**src/rtl/ctrl_pkg.sv**
```systemverilog
// rtl/ctrl_pkg.sv - shared encodings for the multi-cycle RV32I control sequencer
package ctrl_pkg;

   localparam logic [6:0] OP_R      = 7'b0110011;
   localparam logic [6:0] OP_I      = 7'b0010011;
   localparam logic [6:0] OP_LOAD   = 7'b0000011;
   localparam logic [6:0] OP_STORE  = 7'b0100011;
   localparam logic [6:0] OP_BRANCH = 7'b1100011;

   typedef enum logic [3:0] {
      S_FETCH,
      S_DECODE,
      S_EXEC_R,
      S_EXEC_I,
      S_MEM_ADDR,
      S_MEM_RD,
      S_MEM_WR,
      S_WB_ALU,
      S_WB_MEM,
      S_BRANCH,
      S_TRAP
   } state_t;

   localparam logic [1:0] ALU_ADD    = 2'b00;
   localparam logic [1:0] ALU_SUB    = 2'b01;
   localparam logic [1:0] ALU_RFUNCT = 2'b10;
   localparam logic [1:0] ALU_IFUNCT = 2'b11;

   localparam logic [1:0] CAUSE_NONE    = 2'b00;
   localparam logic [1:0] CAUSE_ILLEGAL = 2'b01;
   localparam logic [1:0] CAUSE_BUS     = 2'b10;

endpackage

```
**src/rtl/mem_wait_timer.sv**
```systemverilog
// rtl/mem_wait_timer.sv - wait-cycle counter shared by the fetch and data-memory wait states
module mem_wait_timer #(
   parameter int MEM_TIMEOUT = 15
) (
   input  logic clk,
   input  logic reset,
   input  logic clear,
   input  logic count_en,
   input  logic ready,
   output logic timeout
);

   localparam logic [7:0] LIMIT = 8'(MEM_TIMEOUT);

   logic [7:0] count;

   always_ff @(posedge clk or posedge reset) begin
      if (reset) begin
         count <= 8'd0;
      end else if (clear) begin
         count <= 8'd0;
      end else if (count_en && !ready) begin
         count <= count + 8'd1;
      end
   end

   // ready arriving on the limit cycle masks the timeout
   assign timeout = count_en && !ready && (count == LIMIT);

endmodule

```
**src/rtl/multicycle_control_fsm.sv**
```systemverilog
// rtl/multicycle_control_fsm.sv - multi-cycle RV32I control sequencer with instret counter and trap report
module multicycle_control_fsm
   import ctrl_pkg::*;
#(
   parameter int MEM_TIMEOUT = 15,
   parameter int CNT_W       = 32
) (
   input  logic             clk,
   input  logic             reset,
   input  logic             run,
   input  logic [6:0]       opcode,
   input  logic [2:0]       funct3,
   input  logic             zero,
   input  logic             imem_ready,
   input  logic             dmem_ready,
   output logic             ir_write,
   output logic             pc_write,
   output logic             pc_src,
   output logic             reg_write,
   output logic             alu_src,
   output logic [1:0]       alu_op,
   output logic             mem_read,
   output logic             mem_write,
   output logic [1:0]       mem_size,
   output logic             mem_to_reg,
   output logic [CNT_W-1:0] instret,
   output logic             trap,
   output logic [1:0]       trap_cause
);

   state_t     state;
   state_t     state_next;
   logic [1:0] cause_next;
   logic       wait_ready;
   logic       count_en;
   logic       timeout;

   assign wait_ready = (state == S_FETCH) ? imem_ready : dmem_ready;
   assign count_en   = ((state == S_FETCH) && run) || (state == S_MEM_RD) || (state == S_MEM_WR);

   mem_wait_timer #(.MEM_TIMEOUT(MEM_TIMEOUT)) u_timer (
      .clk      (clk),
      .reset    (reset),
      .clear    (state_next != state),
      .count_en (count_en),
      .ready    (wait_ready),
      .timeout  (timeout)
   );

   always_ff @(posedge clk or posedge reset) begin
      if (reset) begin
         state      <= S_FETCH;
         trap_cause <= CAUSE_NONE;
         instret    <= '0;
      end else begin
         state      <= state_next;
         trap_cause <= cause_next;
         if (pc_write) instret <= instret + CNT_W'(1);
      end
   end

   always_comb begin
      state_next = state;
      cause_next = trap_cause;
      unique case (state)
         S_FETCH: begin
            if (run) begin
               if (imem_ready) begin
                  state_next = S_DECODE;
               end else if (timeout) begin
                  state_next = S_TRAP;
                  cause_next = CAUSE_BUS;
               end
            end
         end
         S_DECODE: begin
            state_next = S_TRAP;
            cause_next = CAUSE_ILLEGAL;
            case (opcode)
               OP_R: begin
                  state_next = S_EXEC_R;
                  cause_next = trap_cause;
               end
               OP_I: begin
                  state_next = S_EXEC_I;
                  cause_next = trap_cause;
               end
               OP_LOAD, OP_STORE: begin
                  if (funct3[1:0] != 2'b11) begin
                     state_next = S_MEM_ADDR;
                     cause_next = trap_cause;
                  end
               end
               OP_BRANCH: begin
                  if (funct3[2:1] == 2'b00) begin
                     state_next = S_BRANCH;
                     cause_next = trap_cause;
                  end
               end
               default: ;
            endcase
         end
         S_EXEC_R, S_EXEC_I: state_next = S_WB_ALU;
         S_MEM_ADDR: state_next = (opcode == OP_LOAD) ? S_MEM_RD : S_MEM_WR;
         S_MEM_RD, S_MEM_WR: begin
            if (dmem_ready) begin
               state_next = (state == S_MEM_RD) ? S_WB_MEM : S_FETCH;
            end else if (timeout) begin
               state_next = S_TRAP;
               cause_next = CAUSE_BUS;
            end
         end
         S_WB_ALU, S_WB_MEM, S_BRANCH: state_next = S_FETCH;
         S_TRAP: state_next = S_TRAP;
         default: state_next = S_FETCH;
      endcase
   end

   // strobes are forced low for as long as reset is held so nothing partial escapes
   always_comb begin
      ir_write   = 1'b0;
      pc_write   = 1'b0;
      pc_src     = 1'b0;
      reg_write  = 1'b0;
      alu_src    = 1'b0;
      alu_op     = ALU_ADD;
      mem_read   = 1'b0;
      mem_write  = 1'b0;
      mem_size   = 2'b00;
      mem_to_reg = 1'b0;
      if (!reset) begin
         case (state)
            S_FETCH:  ir_write = run && imem_ready;
            S_EXEC_R: alu_op = ALU_RFUNCT;
            S_EXEC_I: begin
               alu_src = 1'b1;
               alu_op  = ALU_IFUNCT;
            end
            S_MEM_ADDR: alu_src = 1'b1;
            S_MEM_RD: begin
               alu_src  = 1'b1;
               mem_read = 1'b1;
               mem_size = funct3[1:0];
            end
            S_MEM_WR: begin
               mem_write = 1'b1;
               mem_size  = funct3[1:0];
               pc_write  = dmem_ready;
            end
            S_WB_ALU: begin
               reg_write = 1'b1;
               pc_write  = 1'b1;
            end
            S_WB_MEM: begin
               reg_write  = 1'b1;
               mem_to_reg = 1'b1;
               pc_write   = 1'b1;
            end
            S_BRANCH: begin
               alu_op   = ALU_SUB;
               pc_write = 1'b1;
               pc_src   = funct3[0] ? ~zero : zero;
            end
            default: ;
         endcase
      end
   end

   assign trap = (state == S_TRAP);

endmodule

```
**config.mk**
```make
export PLATFORM = sky130hd
export DESIGN_NAME = multicycle_control_fsm
export DESIGN_NICKNAME = d
export VERILOG_FILES = /design/src/rtl/ctrl_pkg.sv /design/src/rtl/mem_wait_timer.sv /design/src/rtl/multicycle_control_fsm.sv
export SDC_FILE = /design/constraint.sdc
export NUM_CORES = 1
export LEC_CHECK = 0
export CAP_MARGIN = 0
export CORE_AREA = 8 8 82 84
export CTS_BUF_LIST = sky130_fd_sc_hd__clkbuf_8 sky130_fd_sc_hd__clkbuf_16
export DETAILED_ROUTE_END_ITERATION = 7
export DIE_AREA = 0 0 90 92
export MAX_ROUTING_LAYER = met4
export PLACE_DENSITY = 0.89
export SYNTH_ARGS = -nofsm -noshare
export SYNTH_HDL_FRONTEND = slang
export SYNTH_HIERARCHICAL = 1
export SYNTH_SLANG_ARGS = --single-unit
export TNS_END_PERCENT = 10
```
**constraint.sdc**
```tcl
create_clock -name clk -period 4.2 [get_ports clk]
set_input_delay 0.84 -clock clk [delete_from_list [all_inputs] [get_ports clk]]
set_output_delay 0.84 -clock clk [all_outputs]
set_load 0.02 [all_outputs]
```
==> qor.csv, run 1 <==
metric;value;unit
cap_viol_max_count;0;
clkLatencyLatePin;290;ps
outcome;complete, no violations;
grt.total_usage;15.46;%
die_y;92;um
netlist_instances;282;
cts_buffers;5;
diodes;0;
crit_fanout;10;
power.leakage;0.001457;uW
worstHoldPathCells;1;
drt_iter0_markers;80;
fin_nets;363;
ys_seq_elements;46;
path_cells;clkdlybuf4s50_1, nor2_1, o21ai_2, and2_1, clkdlybuf4s50_1;
fillers;446;
totalWireLength;6234;um
syn_nets;300;
skew;7.685;ps
cts_max_level;2;
cts_buffer_depth;2;
ys_warn_count;6;
yosysSeqAreaShare;43.44;%
wl_per_cell;14.91;um
vias_per_cell;5.560;
post-dp-hpwl;4753;um
powerDensity;434.4;mW/mm^2
worstPathArrival;2720;ps
cp_data_required_time;3360;ps
syn_area;0.002650;mm^2
regToRegSetupSlack;890;ps
fin_crit_sh;84.80;%
final_antenna_net_count;0;
gp_congestion;0.9397;
synth.largest_area_cell;dfrtp_1;
ir_drop;0.2864;mV
synth_enable_flop_cells;0;
yosys.cell_types.count;52;
grt_max_degree;41;
worst_r2r_path_depth;13;
synth_flop_cell;dfrtp_1;
io_buffers;62;
postCtsSetupBuffers;0;
cpLargestDelayFamily;buffers and inverters;
antenna_found_initial;0;
finalSetupViolations;0;
drive_gt1_share;7.803;%
syn_area_per_cell;9.397;um^2
stdcell_count;418;
grt_pass1_vias;2256;
place_inst;410;
grt_pass1_wl;10480;um
timing.rr.end;u_timer/count[0];
crit_path_start_kind;input pin;
r2r-start;state[0];
synth_common_cells;dfrtp_1 (46), nand2_1 (26), xnor2_1 (25);
timing.fmax;0.2808;GHz
endpoint_kind;primary output;
cpPeakStageDelay;690;ps
io_pins;63;
rsz0062_at_grt;no;
drc;0;
min_delay_worst_endpoint;instret[31];
row_count;27;
die_x;90;um
cts.clk_slew.worst_paths;80;ps
grt_remaining_overflow;0;
async_reset_ff_share;100.0;%
cts_tree;yes;
firstDrtPassIters;4;
crit_top_cell;clkdlybuf4s50_1;
die_area;0.008280;mm^2
start_util;49.03;%
ctsRootBufferMaster;clkbuf_8;
crit_cells;5;
synth.most_common_cell;dfrtp_1;
cts_sinks;46;
worst_hold_path_type;reg2reg;
min_from;instret[31];
path_buf_inv;2;
hold_viol;0;
postCtsHoldBufs;0;
synth_top_area_share;43.44;%
critPathKind;in2out;
ctsResizeCount;0;
slew_headroom;53.15;%
slew_viol_final;0;
tightest_slew;693.4;ps
finalCriticalPeriod;3562;ps
crit_slowest_cell;clkdlybuf4s50_1;
coreArea;0.005405;mm^2
synthTopCellsByArea;dfrtp_1 (43%), xnor2_1 (8.3%), nand2_1 (3.7%);
vias;2324;
area_growth;30.12;%
fin_tns_setup;0;ps
## sequential cells by signal, summed over array words and instances, names as in the netlist
register	flops
state	4
instret	32
u_timer/count	8
trap_cause	2
## report_power, final
| part | leakage (uW) | internal [uW] | switching (uW) |
|---|---|---|---|
| combinational | 0.000785 | 301 | 383 |
| sequential | 0.000624 | 492 | 48.0 |
| clock | 0.0000472 | 132 | 143 |
| total | 0.00146 | 925 | 573 |
## cells in the final DEF (no fill, tap or decap), types with 2 or more instances in the layout
cell type and instances:
and3_1 6, nand4_1 5, nand3_1 12, o31ai_1 3, and4_1 7, or4_1 4, a22oi_1 2, nor2b_1 4
a21o_1 2, or3_1 3, buf_4 7, and2_1 6, nor3b_1 4, nor4_1 2, clkbuf_8 6, a31oi_1 3
dfrtp_1 46, nor4bb_1 2, inv_1 9, ha_1 2, nor2_1 19, o21ai_0 12, xor2_1 10, a211oi_1 4
a21oi_1 13, xnor2_1 25, nand2b_1 4, mux2_2 3, nand3b_1 2, nor3_1 11, nand2_1 26, clkdlybuf4s50_1 62
## layer usage
layer / vias to the layer above / track usage (%) / wire [um]
met5: - / - / 0
met4: 0 / 4.022 / 38
met3: 4 / 4.319 / 461
met2: 96 / 25.34 / 2897
met1: 1094 / 18.34 / 2836
li1: 1130 / - / -
## cell type report
cell class,count,area (um^2),area share [%]
Inverter,9,33.78,0.9797
Clock inverter,2,12.51,0.3628
Sequential cell,46,1151,33.38
Timing Repair Buffer,69,673.1,19.52
Clock buffer,6,82.58,2.395
Tap cell,72,90.09,2.612
Multi-Input combinational cell,214,1405,40.75
## cells by family after synthesis
group                    after synthesis  synth area share (%)
multiplexers                           4                 1.652
buffers and inverters                 22                 3.541
flip-flops                            46                 43.44
adder cells (fa/ha/maj)                2                0.9441
AND/OR/NAND/NOR                      124                 27.05
XOR/XNOR                              35                 11.57
AO/OA/AOI/OAI                         49                 11.80
## worst max path at each step
| stage | start | to |
|---|---|---|
| floorplan | run | u_timer/count[0] |
| detailed placement | run | u_timer/count[0] |
| finish | dmem_ready | pc_write |
| global route | dmem_ready | pc_write |
| CTS | dmem_ready | pc_write |
| global placement | run | u_timer/count[1] |
## stage by stage
stage	util [%]	setup slack (ps)	total power, uW	hold WS (ps)	cell area (um^2)
after floorplan	-	900.8	994.8	512.6	2650
after global placement	62.04	619.3	1209	456.0	3353
after detailed placement	62.04	521.0	1222	456.1	3353
after CTS	63.80	634.1	1501	471.5	3448
after global routing	63.80	518.3	1587	486.1	3448
final	63.80	638.4	1498	469.0	3448
Power figures use the tool's default switching activity.
==> run 2, diff against run 1 <==
==> constraint.sdc (replaced) <==
create_clock -name clk -period 3.7 [get_ports clk]
set_input_delay 0.74 -clock clk [delete_from_list [all_inputs] [get_ports clk]]
set_output_delay 0.74 -clock clk [all_outputs]
set_load 0.02 [all_outputs]
==> run 2 against run 1 <==
Compared with the run above:
- die area did not move
- largest power group unchanged
- largest cell class unchanged
- register-to-register slack got worse by 480 ps
- critical path depth rose by 7
==> qor.csv, run 2 (synthesis results as in run 1) <==
metric;value;unit;change
outcome;complete, no violations;;
grt_pass1_vias;2347;;+4.0%
die_y;92;um;unchanged
finalSetupViolations;0;;unchanged
final_cell_mix;clkdlybuf4s50_1 (62), dfrtp_1 (46), nand2_1 (26);;
cts.clk_slew.worst_paths;80;ps;about the same
postCtsHoldBufs;0;;unchanged
tightest_slew;532.9;ps;-160.4 ps
gp_congestion;0.9346;;-0.54%
ctsResizeCount;0;;unchanged
io_pins;63;;unchanged
area_growth;31.92;%;
clkLatencyLatePin;290;ps;about the same
crit_fanout;8;;-2
slew_headroom;64.15;%;+11 points
cts_buffer_depth;2;;unchanged
grt_remaining_overflow;0;;unchanged
cp_data_required_time;3900;ps;+540 ps
endpoint_kind;register;;
worst_r2r_path_depth;10;;-3
drt_iter0_markers;158;;+98%
finalCriticalPeriod;3375;ps;
regMostFlops;instret;;
reg_top3;instret x32, u_timer/count x8, state x4;;
slew_viol_final;0;;unchanged
drc;0;;unchanged
worstPathArrival;3580;ps;+860 ps
cts_sinks;46;;unchanged
grt_max_degree;26;;-37%
fin_tns_setup;0;ps;unchanged
crit_path_start_kind;input pin;;
final_antenna_net_count;0;;unchanged
holdWs;469.4;ps;+0.4070 ps
fin_nets;367;;+1.1%
postCtsSetupBuffers;0;;unchanged
grt_pass1_wl;10890;um;+3.9%
io_buffers;62;;unchanged
totalWireLength;6227;um;-0.11%
vias;2342;;+0.77%
startpoint;run;;
powerDensity;501.0;mW/mm^2;+15%
regToRegSetupSlack;410;ps;-480 ps
die_area;0.008280;mm^2;unchanged
start_util;49.03;%;unchanged
hold_viol;0;;unchanged
final_common_cell;clkdlybuf4s50_1;;
cap_viol_max_count;0;;unchanged
drive_gt1_share;8.596;%;+0.79 points
ctsRootBufferMaster;clkbuf_8;;
vias_per_cell;5.563;;about the same
die_x;90;um;unchanged
worst_hold_path_type;reg2reg;;
r2r-start;state[2];;
largest_reg_flops;32;;unchanged
cts_tree;yes;;
firstDrtPassIters;4;;unchanged
skew;6.469;ps;-1.216 ps
fin_crit_sh;91.22;%;
row_count;27;;unchanged
cts_buffers;5;;unchanged
critPathKind;in2reg;;
diodes;0;;unchanged
rsz0062_at_grt;no;;
min_delay_worst_endpoint;instret[31];;
ir_drop;0.2451;mV;-14%
cts_max_level;2;;unchanged
post-dp-hpwl;4825;um;+1.5%
worstHoldPathCells;1;;unchanged
wl_per_cell;14.79;um;-0.82%
coreArea;0.005405;mm^2;unchanged
min_from;instret[31];;
antenna_found_initial;0;;unchanged
timing.fmax;0.2963;GHz;
grt.total_usage;15.98;%;+0.52 points
timing.rr.end;u_timer/count[4];;
power.leakage;0.001486;uW;+2.0%
run 2: how the worst max path moves through the flow:
stage,cells after the start,endpoint
floorplan,16,u_timer/count[0]
global placement,13,u_timer/count[1]
detailed placement,12,u_timer/count[5]
CTS,12,u_timer/count[4]
global route,12,u_timer/count[4]
finish,12,u_timer/count[4]
run 2: layout make-up:
| cell class | count | area, um^2 |
|---|---|---|
| clock buffer | 6 | 82.58 |
| clock inverter | 1 | 30.03 |
| fill | 425 | 1909 |
| inverter | 9 | 33.78 |
| multi-input combinational | 214 | 1405 |
| sequential | 46 | 1151 |
| tap | 72 | 90.09 |
| timing repair buffer | 73 | 703.2 |
run 2: worst max-delay path: stages:
cell and delay (ps):
clkdlybuf4s50_1 510, nor3b_1 210, a211oi_1 80, a211oi_1 330, nand3b_2 120, nor3_1 370
o21ai_0 150, a21oi_1 200, a31oi_1 90, mux2_2 260, nand3_1 260, a21oi_1 240
run 2: layer usage:
metal  global-route usage [%]  vias to the layer above  part of all wire [%]
li1                         -                     1134                     -
met1                    18.63                     1097                    44
met2                    25.77                      100                    47
met3                    5.786                       11                   8.2
met4                    3.745                        0                   1.1
met5                        -                        -                     0
run 2: power breakdown:
group	switching (uW)	leakage [uW]	internal, uW
Clock	158	0.0000573	216
Sequential	61.8	0.000624	558
Combinational	416	0.000804	342
run 2: metrics by stage:
step	cells	power, uW	utilization, %	worst slack [ps]	instance area (um^2)
finish	421	1752	64.68	324.8	3496
global route	421	1859	64.68	30.19	3496
CTS	421	1755	64.68	352.0	3496
detailed placement	414	1382	62.59	60.72	3383
global placement	414	1375	62.59	193.6	3383
floorplan	282	1129	-	453.7	2650
==> run 3, diff against run 2 <==
--- a/config.mk
+++ b/config.mk
@@ -10,8 +10,7 @@
 export CTS_BUF_LIST = sky130_fd_sc_hd__clkbuf_8 sky130_fd_sc_hd__clkbuf_16
 export DETAILED_ROUTE_END_ITERATION = 7
 export DIE_AREA = 0 0 90 92
-export MAX_ROUTING_LAYER = met4
-export PLACE_DENSITY = 0.89
+export PLACE_DENSITY = 0.87
 export SYNTH_ARGS = -nofsm -noshare
 export SYNTH_HDL_FRONTEND = slang
 export SYNTH_HIERARCHICAL = 1
==> run 3 against run 2 <==
Compared with the run above:
- final cell count unchanged
- sequential power fell by 3%
- critical path depth shrank 7
- non-clock buffer count decreased by 1
- sequential cell count unchanged
- critical path type is now in2out
- total power is 1.8% lower
- worst hold slack improved by 3.2 ps
- utilization decreased by 0.28 points
- routed wire length rose by 1.5%
- clock skew is 1.8 ps higher
==> qor.csv, run 3 (synthesis results as in run 1) <==
metric;value;unit;change
area_growth;31.35;%;
grt_remaining_overflow;0;;unchanged
antenna_found_initial;0;;unchanged
cap_viol_max_count;0;;unchanged
io_pins;63;;unchanged
gp_congestion;0.9872;;+5.6%
power.leakage;0.001478;uW;-0.51%
ir_drop;0.2870;mV;+17%
postCtsHoldBufs;0;;unchanged
die_y;92;um;unchanged
firstDrtPassIters;4;;unchanged
cp_data_required_time;2960;ps;-940 ps
skew;8.227;ps;+1.758 ps
cts_tree;yes;;
wl_per_cell;15.01;um;+1.5%
grt_pass1_vias;2313;;-1.4%
cts_sinks;46;;unchanged
fin_nets;366;;-0.27%
crit_fanout;6;;-2
combPwrFrac;45.4;%;+2.1 points
final_antenna_net_count;0;;unchanged
ctsResizeCount;0;;unchanged
fin_util;64.40;%;-0.28 points
slew_headroom;68.61;%;+4.5 points
final_cell_mix;clkdlybuf4s50_1 (62), dfrtp_1 (46), nand2_1 (26);;
grt_max_degree;41;;+58%
slew_viol_final;0;;unchanged
drt_iter0_markers;123;;-22%
ctsRootBufferMaster;clkbuf_8;;
crit_path_start_kind;input pin;;
endpoint_kind;primary output;;
placed_cell_area;0.003376;mm^2;-0.22%
finalPower;1719;uW;-1.8%
cts_max_level;2;;unchanged
vias;2382;;+1.7%
diodes;0;;unchanged
rsz0062_at_grt;no;;
cts_buffers;5;;unchanged
largest_reg_flops;32;;unchanged
fin_tns_setup;0;ps;unchanged
cts.clk_slew.worst_paths;90;ps;about the same
cts_buffer_depth;2;;unchanged
drc;0;;unchanged
power.internal;1071;uW;-4.0%
post-dp-hpwl;4807;um;-0.37%
io_buffers;62;;unchanged
row_count;27;;unchanged
hold_viol;0;;unchanged
die_x;90;um;unchanged
regMostFlops;instret;;
powerDensity;493.9;mW/mm^2;-1.4%
critPathKind;in2out;;
p_seq_share;35.1;%;-0.3 points
grt_pass1_wl;10650;um;-2.2%
worst_hold_path_type;reg2reg;;
switchingPower;648.1;uW;+2.0%
reg_top3;instret x32, u_timer/count x8, state x4;;
outcome;complete, no violations;;
worstPathArrival;2530;ps;-1050 ps
clkLatencyLatePin;290;ps;about the same
start_util;49.03;%;unchanged
power_frac_clock;19.4;%;-1.9 points
finalSetupViolations;0;;unchanged
fillers;432;;+1.6%
postLayoutCellArea;0.003481;mm^2;-0.43%
multi_input_area;0.001405;mm^2;unchanged
die_area;0.008280;mm^2;unchanged
final_common_cell;clkdlybuf4s50_1;;
timing.fmax;0.3056;GHz;+3.1%
drive_gt1_share;8.596;%;unchanged
postCtsSetupBuffers;0;;unchanged
finalCriticalPeriod;3272;ps;-102.8 ps
tightest_slew;466.5;ps;-66.39 ps
power_switching_share;37.70;%;+1.4 points
fin_crit_sh;88.44;%;-2.8 points
coreArea;0.005405;mm^2;unchanged
vias_per_cell;5.658;;+1.7%
totalWireLength;6320;um;+1.5%
grt.total_usage;14.98;%;-0.99 points
final-seq-area;0.001151;mm^2;unchanged
==> run 3: cell types whose count changed in the layout (fill, tap and decap cells not counted), sizes merged <==
cell    delta
buf        -1
bufinv     -1
clkinv     +1
clkbuf     +1
==> run 3: layer usage <==
metal | share of wire (%) | vias up | GRT usage (%)
met5 | 0 | - | 0
met4 | 2.7 | 0 | 5.409
met3 | 8.5 | 15 | 5.134
met2 | 47 | 114 | 24.85
met1 | 42 | 1123 | 17.68
li1 | - | 1130 | -
==> run 3: layout make-up <==
type	instances	area share, %
clock buffer	7	2.768
clock inverter	1	0.2516
inverter	9	0.9705
multi-input combinational	214	40.37
sequential	46	33.07
tap	72	2.588
timing repair buffer	72	19.99
==> run 3: per-stage QoR <==
stage                     hold WS, ps  std cells  setup WS, ps
after global routing            496.7        421         317.6
after CTS                       475.4        421         424.2
after floorplan                 512.6        282         453.7
after global placement          456.9        413         315.8
after detailed placement        461.4        413         225.9
final                           472.7        421         427.6
==> run 3: final timing paths <==
kind                             startpoint               end  slack, ps  cells after the start
worst min-delay path            instret[31]       instret[31]        470                      1
max in group asynchronous             reset       instret[23]       2200                      3
worst max-delay path             dmem_ready          pc_write        430                      5
worst max register to register     state[1]  u_timer/count[1]        680                     12
min in group asynchronous             reset  u_timer/count[3]        880                      2
worst min register to register  instret[31]       instret[31]        470                      1
==> run 3: worst max-delay path: stages <==
cell and delay [ps]:
clkdlybuf4s50_1 520, nor2_1 70, o21ai_2 260, and2_1 290, clkdlybuf4s50_1 650
==> run 3: power by group through the flow <==
stage                     clock (uW)  combinational, uW  sequential, uW
after floorplan                    0                477             652
after global placement             0                757             612
after detailed placement           0                773             615
after CTS                        343                777             605
after global routing             362                848             612
final                            334                781             604
